File: config.mk
export PLATFORM = sky130hd
export DESIGN_NAME = sqrt_seq
export DESIGN_NICKNAME = d
export VERILOG_FILES = /design/src/rtl/sqrt_seq.sv
export SDC_FILE = /design/constraint.sdc
export NUM_CORES = 1
export LEC_CHECK = 0
export ABC_AREA = 1
export CAP_MARGIN = 20
export CORE_ASPECT_RATIO = 2
export CORE_MARGIN = 2
export CORE_UTILIZATION = 45
export CTS_CLUSTER_SIZE = 30
export DETAILED_ROUTE_END_ITERATION = 10
export GPL_ROUTABILITY_DRIVEN = 0
export HOLD_SLACK_MARGIN = 0.05
export PLACE_DENSITY = 0.74
export SYNTH_ARGS = -nofsm -noshare
export SYNTH_HDL_FRONTEND = slang
export SYNTH_SLANG_ARGS = --single-unit
export TNS_END_PERCENT = 30
File: constraint.sdc
create_clock -name clk -period 1.5 [get_ports clk]
set_input_delay 0.3 -clock clk [delete_from_list [all_inputs] [get_ports clk]]
set_output_delay 0.3 -clock clk [all_outputs]
set_load 0.05 [all_outputs]
File: src/rtl/sqrt_seq.sv
// Sequential restoring square root: one root bit per CALC cycle, QW CALC cycles per result.
// done pulses QW+1 cycles after start; start is only honoured while ready (IDLE).
module sqrt_seq #(
  parameter int DW = 16,
  localparam int QW = DW / 2,
  localparam int RW = QW + 1
) (
  input  logic          clk,
  input  logic          reset,
  input  logic          start,
  input  logic [DW-1:0] D,
  output logic          ready,
  output logic          busy,
  output logic          done,
  output logic [QW-1:0] Q,
  output logic [RW-1:0] remainder
);

  localparam int CW = (QW > 1) ? $clog2(QW) : 1;

  typedef enum logic [1:0] {
    IDLE = 2'd0,
    CALC = 2'd1,
    DONE = 2'd2
  } state_t;

  state_t        state;
  state_t        state_nxt;
  logic [DW-1:0] op;
  logic [QW-1:0] root;
  logic [QW+1:0] rem;
  logic [CW-1:0] cnt;

  logic [QW+1:0] rem_sh;
  logic [QW+1:0] trial;
  logic [QW+1:0] rem_nxt;
  logic [QW-1:0] root_nxt;
  logic          ge;

  always_ff @(posedge clk) begin
    if (reset) begin
      state <= IDLE;
    end else begin
      state <= state_nxt;
    end
  end

  always_comb begin
    state_nxt = state;
    ready     = 1'b0;
    busy      = 1'b0;
    done      = 1'b0;
    case (state)
      IDLE: begin
        ready = 1'b1;
        if (start) state_nxt = CALC;
      end
      CALC: begin
        busy = 1'b1;
        if (cnt == '0) state_nxt = DONE;
      end
      DONE: begin
        done      = 1'b1;
        state_nxt = IDLE;
      end
      default: state_nxt = IDLE;
    endcase
  end

  // One restoring step: bring down the next radicand digit pair, try subtracting 4*root+1.
  always_comb begin
    rem_sh   = (rem << 2) | {{QW{1'b0}}, op[DW-1:DW-2]};
    trial    = {root, 2'b01};
    ge       = (rem_sh >= trial);
    rem_nxt  = ge ? (rem_sh - trial) : rem_sh;
    root_nxt = {root[QW-2:0], ge};
  end

  always_ff @(posedge clk) begin
    if (reset) begin
      op        <= '0;
      root      <= '0;
      rem       <= '0;
      cnt       <= '0;
      Q         <= '0;
      remainder <= '0;
    end else begin
      case (state)
        IDLE: begin
          if (start) begin
            op   <= D;
            root <= '0;
            rem  <= '0;
            cnt  <= CW'(QW - 1);
          end
        end
        CALC: begin
          op   <= {op[DW-3:0], 2'b00};
          root <= root_nxt;
          rem  <= rem_nxt;
          cnt  <= cnt - CW'(1);
          // Final remainder is bounded by 2*root, so RW bits always suffice.
          if (cnt == '0) begin
            Q         <= root_nxt;
            remainder <= rem_nxt[RW-1:0];
          end
        end
        default: ;
      endcase
    end
  end

endmodule
# Word-level counts from Yosys, hierarchy flattened
# Cells that the tools add are included.
# classes
add_sub_neg	2
n_mul	0
div_mod_pow	0
order_cmp	1
n_eq_ne	4
shift	0
n_mux	15
bitwise	1
reduce_logical	6
# ops
cell	n
case mux 16 bit (2 select lines)	1
case mux 8 bit (2 select lines)	2
two-way mux 16 bit	1
two-way mux 8 bit	2
greater-or-equal comparator 10 bit	1
bitwise OR 10 x 2 -> 10 bit	1
two-way mux 9 bit	1
subtractor 9 bit	1
case mux 3 bit (2 select lines)	1
AND reduction 2 bit	3
two-way mux 2 bit	2
inequality test 2 bit (second input constant)	2
case mux 2 bit (2 select lines)	1
logical NOT 3 bit	1
two-way mux 1 bit	3
two-way mux 3 bit	1
subtractor 3 x 1 -> 3 bit (second input constant)	1
== test 2 x 1 -> 1 bit (second input constant)	1
== test 2 bit (second input constant)	1
logical NOT 2 bit	1
nonzero test 2 bit	1
# totals
reg_bits	54
latchBits	0
ram_bits	0
romBits	0
input_bits	19
output_inout_bits	20
word_cells	36
n_memories	0

# Depth between registers and ports, before layout
# Gate-level depths: netlist of the first run.
# logic_depth
word_depth	4
ltp_mapped	13
depth_no_buf	13

# Least setup slack after synthesis of the first run
# OpenSTA, ideal clock, no wires.
# synth_timing
path_kind	register -> register
startpoint	register root[6]
endpoint	register remainder[7]
setup_ps	113
t_arrival_ps	1549
t_required_ps	1387
path_slack_ps	-162
stages_incl_launch_ff	11
path_buffers	0
period_less_slack_ps	1662
cell_sequence	dfxtp_1 -> inv_1 -> ha_1 -> nand2_2 -> inv_2 -> a21oi_1 -> nand4_4 -> nand2_1 -> nand2_1 -> o21ai_1 -> inv_1
# synth_between
elab_chain_len	2
# synth_lines
item	line_no	source
start, declared	30	logic [QW-1:0] root;
start signal, assigned	99	root <= root_nxt;
greater-or-equal comparator 10 bit	74	ge = (rem_sh >= trial);
two-way mux 9 bit	75	rem_nxt = ge ? (rem_sh - trial) : rem_sh;
end signal, assigned	105	remainder <= rem_nxt[RW-1:0];
end, declared	16	output logic [RW-1:0] remainder
# Every way passes these cells.
# A chain may end at the register's enable or synchronous reset.

# Final worst setup path of the first run
# layout_timing
startpoint	register root[2]
endpoint	register remainder[6]
# layout_between
elab_chain_len	2
word_cells_on_any_way	3
cone_classes	1 x add/sub; 1 x order compare; 1 x mux
# layout_lines
item	line_no
subtractor 9 bit or greater-or-equal comparator 10 bit (tied branches)	75, 74
two-way mux 9 bit (*)	75
# Mark *: on every way between the ends. The rest lies on a longest branch, timed or not.

==> results by group, run 1 <==
Route
  • Met2 routed WL: 4628 um
  • Final WL: 8207 um
  • DR vias/cell: 5.038
  • Uppermost layer routed: met4
  • DRT Pass-1 Iters: 4
  • Met3 WL: 267 um
  • Antenna-violating nets left: 0
  • DR vias: 3023
  • WL per Instance: 13.68 um
  • M1 WL: 2878 um
  • DRC Markers: 0
  • Iter 0 DRT Violations: 130

Power
  • Peak VDD IR: 1.231 mV
  • Internal power: 4.632 mW
  • Tot Pwr: 8.557 mW
  • Sw frac: 45.87%
  • Clock power share: 13.4%
  • Pwr/cell area: 1900 mW/mm^2
  • Switching power: 3.925 mW
  • Sequential cell fraction of total power: 20.7%
  • Static leakage: 2.119 nW
  • Combinational power share: 65.9%

Outcome
  • Outcome: complete, but fails checks
  • Failing checks: setup timing

Timing
  • Fmax: 0.5660 GHz
  • Slew Viols, Final: 0
  • Final worst setup slack: -0.2667 ns
  • Final Skew: 0.007442 ns
  • Final period utilization: 117.8%
  • Max transition margin: 79.48%
  • Post-layout minimum cycle time: 1.767 ns
  • Tightest Pin Transition: 0.3067 ns
  • RSZ-0062 raised after global routing: true
  • Final setup vio count: 19
  • Final hold vios: 0

CTS
  • Cts bufs inserted: 5
  • Insertion delay of the later-clocked pin in the worst-skew pair: 0.30 ns
  • Clock net sink count: 54
  • Post-CTS Hold Buffers: 0
  • CTS clock-pin slew for the worst setup and hold paths: 0.07 ns
  • # H-tree levels: 2
  • Clk root buf: clkbuf_16
  • TritonCTS clock tree: done
  • Clk buf depth: 2

Logic synthesis
  • Ranking of synthesized cells by area: dfxtp_1 37%, nand2_1 17%, inv_1 7.8%
  • Cells after Synth: 415
  • Netlist cell types: 31
  • Post-synth top area share: 37.03%
  • Syn Area/Cell: 7.034 um^2
  • Yosys reg bits: 54
  • Sequential area share after synthesis: 37.03%
  • Leading area contributor after synthesis: dfxtp_1
  • Post-synth net total: 446
  • Syn Std Cell Area: 0.002919 mm^2
  • Ys Warns: 0
  • EDFF count, synth: 0
  • Dominant synthesized flop cell: dfxtp_1
  • Asr flop ratio synth: 0%

Global routing
  • Total congestion overflow: 0
  • Gr usage total: 24.75%
  • Initial antenna violation count: 0
  • Vias in the first global route: 3017
  • Global-route wire length before repair: 13590 um
  • Largest net degree at the start of global routing: 25

Setup path
  • WP data required: 1.70 ns
  • Critical Path, Cell by Cell: inv_4 > ha_4 > nand2_4 > nor2_4 > nand2_1 > nand3_2 > nand2_4 > nand3_1 > nand2_1 > o21ai_1 > inv_1
  • Crit path DAT: 1.96 ns
  • Crit path max fanout: 5
  • Critical path class: flop to flop
  • Nature of the critical path endpoint: flop
  • Slowest library cell on the worst path: dfxtp_2
  • Delay-heaviest family, CP: simple AND/OR/NAND/NOR gates
  • Kind of start point of the critical path: flop
  • Bufs and invs on worst path: 2
  • Crit path largest cell delay: 0.35 ns

Final layout
  • Cell Count, Final, Fillers Out: 600
  • P&R area growth vs syn: 54.26%
  • Final core utilization: 71.37%
  • Fin nets: 544
  • Layout cells sized above 1: 34.82%
  • FILL cells: 479
  • Number of antenna diodes: 0

Floorplanning
  • Cell Rows: 41
  • Width of the die: 60.95 um
  • Num ports: 39
  • Initial core utilization: 46.26%
  • Die Y: 117.9 um
  • Core ar.: 0.006310 mm^2
  • Full die area: 0.007186 mm^2

Placed design
  • PortBufs: 38
  • DP HPWL: 6039 um
  • Placed insts: 582

Flow run
  • Max Cap Violations: 0

Hold path
  • Worst hold path class: flop to flop
==> final timing paths <==
check / endpoint / cells after the start / slack, ns / startpoint
worst min-delay path: op[1] / 2 / 0.47 / op[1]
worst max-delay path: remainder[6] / 11 / -0.27 / root[2]
worst min register to register: op[1] / 2 / 0.47 / op[1]
worst max register to register: remainder[6] / 11 / -0.27 / root[2]
==> registers in the layout, indices dropped and copies added (netlist names) <==
register	cells
state	2
cnt	3
remainder	9
rem	8
Q	8
root	8
op	16
==> placed cells by master (no fill, tap or decap), types with 2 or more instances in the layout <==
cell / n
nand2_1: 121
buf_4: 58
inv_1: 52
dfxtp_1: 42
buf_12: 26
nor2_1: 23
nand3_1: 20
a21oi_1: 18
clkdlybuf4s50_1: 18
nand2_2: 13
a22oi_1: 12
dfxtp_2: 12
inv_2: 10
o21ai_1: 10
nand3_2: 9
nand2_4: 8
ha_4: 8
a21oi_2: 7
nor2_4: 6
clkbuf_16: 5
inv_4: 4
a31oi_1: 4
o21ai_0: 4
ha_1: 4
nand4_1: 3
nand4_4: 2
xnor2_1: 2
buf_6: 2
==> power groups by stage <==
stage / logic [mW] / registers, mW / clock network, mW
final: 5.64 / 1.77 / 1.14
after global routing: 6.10 / 1.79 / 1.23
after CTS: 5.18 / 1.77 / 1.17
after detailed placement: 4.71 / 1.79 / 0
after global placement: 4.58 / 1.79 / 0
after floorplan: 3.00 / 1.87 / 0
==> cells in the mapped netlist, drive strengths merged (2+ instances only) <==
master / count
a21oi: 25
a22oi: 12
a31oi: 4
buf: 10
clkbuf: 5
dfxtp: 54
ha: 12
inv: 66
nand2: 141
nand3: 30
nand4: 4
nor2: 31
o21ai: 15
xnor2: 2
==> tightest hold or removal path, cell delays in order (launching register included) <==
cell	delay, ns
dfxtp_1	0.31
nand2_1	0.06
a21oi_1	0.05
==> through the flow <==
step	hold slack, ns	TNS, ns	instance area (um^2)	worst slack [ns]
2_1_floorplan	0.4392	-0.2496	3074	-0.04102
3_3_place_gp	0.4467	-5.932	4179	-0.2145
3_5_place_dp	0.4568	-6.811	4179	-0.2411
4_1_cts	0.4649	-3.132	4448	-0.2029
5_1_grt	0.4953	-5.942	4503	-0.3449
6_report	0.4654	-3.984	4503	-0.2667
==> area by class of cell <==
type | instances | area [um^2] | area share, %
Multi-Input combinational cell | 282 | 1740 | 38.65
Timing Repair Buffer | 104 | 1159 | 25.73
Sequential cell | 54 | 1096 | 24.34
Inverter | 66 | 257.7 | 5.724
Clock buffer | 6 | 128.9 | 2.862
Tap cell | 86 | 107.6 | 2.390
Clock inverter | 2 | 13.76 | 0.3056
==> kinds of logic (layout without fill, tap and decap cells) <==
| group | after synthesis | in the layout | share of synthesized area, % |
|---|---|---|---|
| AO/OA/AOI/OAI | 58 | 58 | 12.39 |
| XOR/XNOR | 3 | 3 | 0.9003 |
| adder cells (fa/ha/maj) | 12 | 12 | 5.143 |
| buffers and inverters | 81 | 178 | 11.79 |
| flip-flops | 54 | 54 | 37.03 |
| AND/OR/NAND/NOR | 207 | 209 | 32.75 |
==> layer usage <==
layer,vias to the layer above,track usage (%)
li1,1509,-
met1,1390,24.83
met2,90,44.29
met3,34,4.615
met4,0,13.99
met5,-,0
==> timing repair <==
item / CTS / global route
setup buffers: 7 / 1
setup endpoints to repair: 22 / 26
resized for setup: 24 / 11
pin swaps: 18 / 10
gates cloned: 1 / 1
hold endpoints to repair: 0 / 0
Power figures use the tool's default switching activity.
==> inputs of run 2 (changes only) <==
- HOLD_SLACK_MARGIN: 0.05 -> default
==> results of run 2 <==
Same layout as run 1: the final DEF is identical, and so are final timing and power.
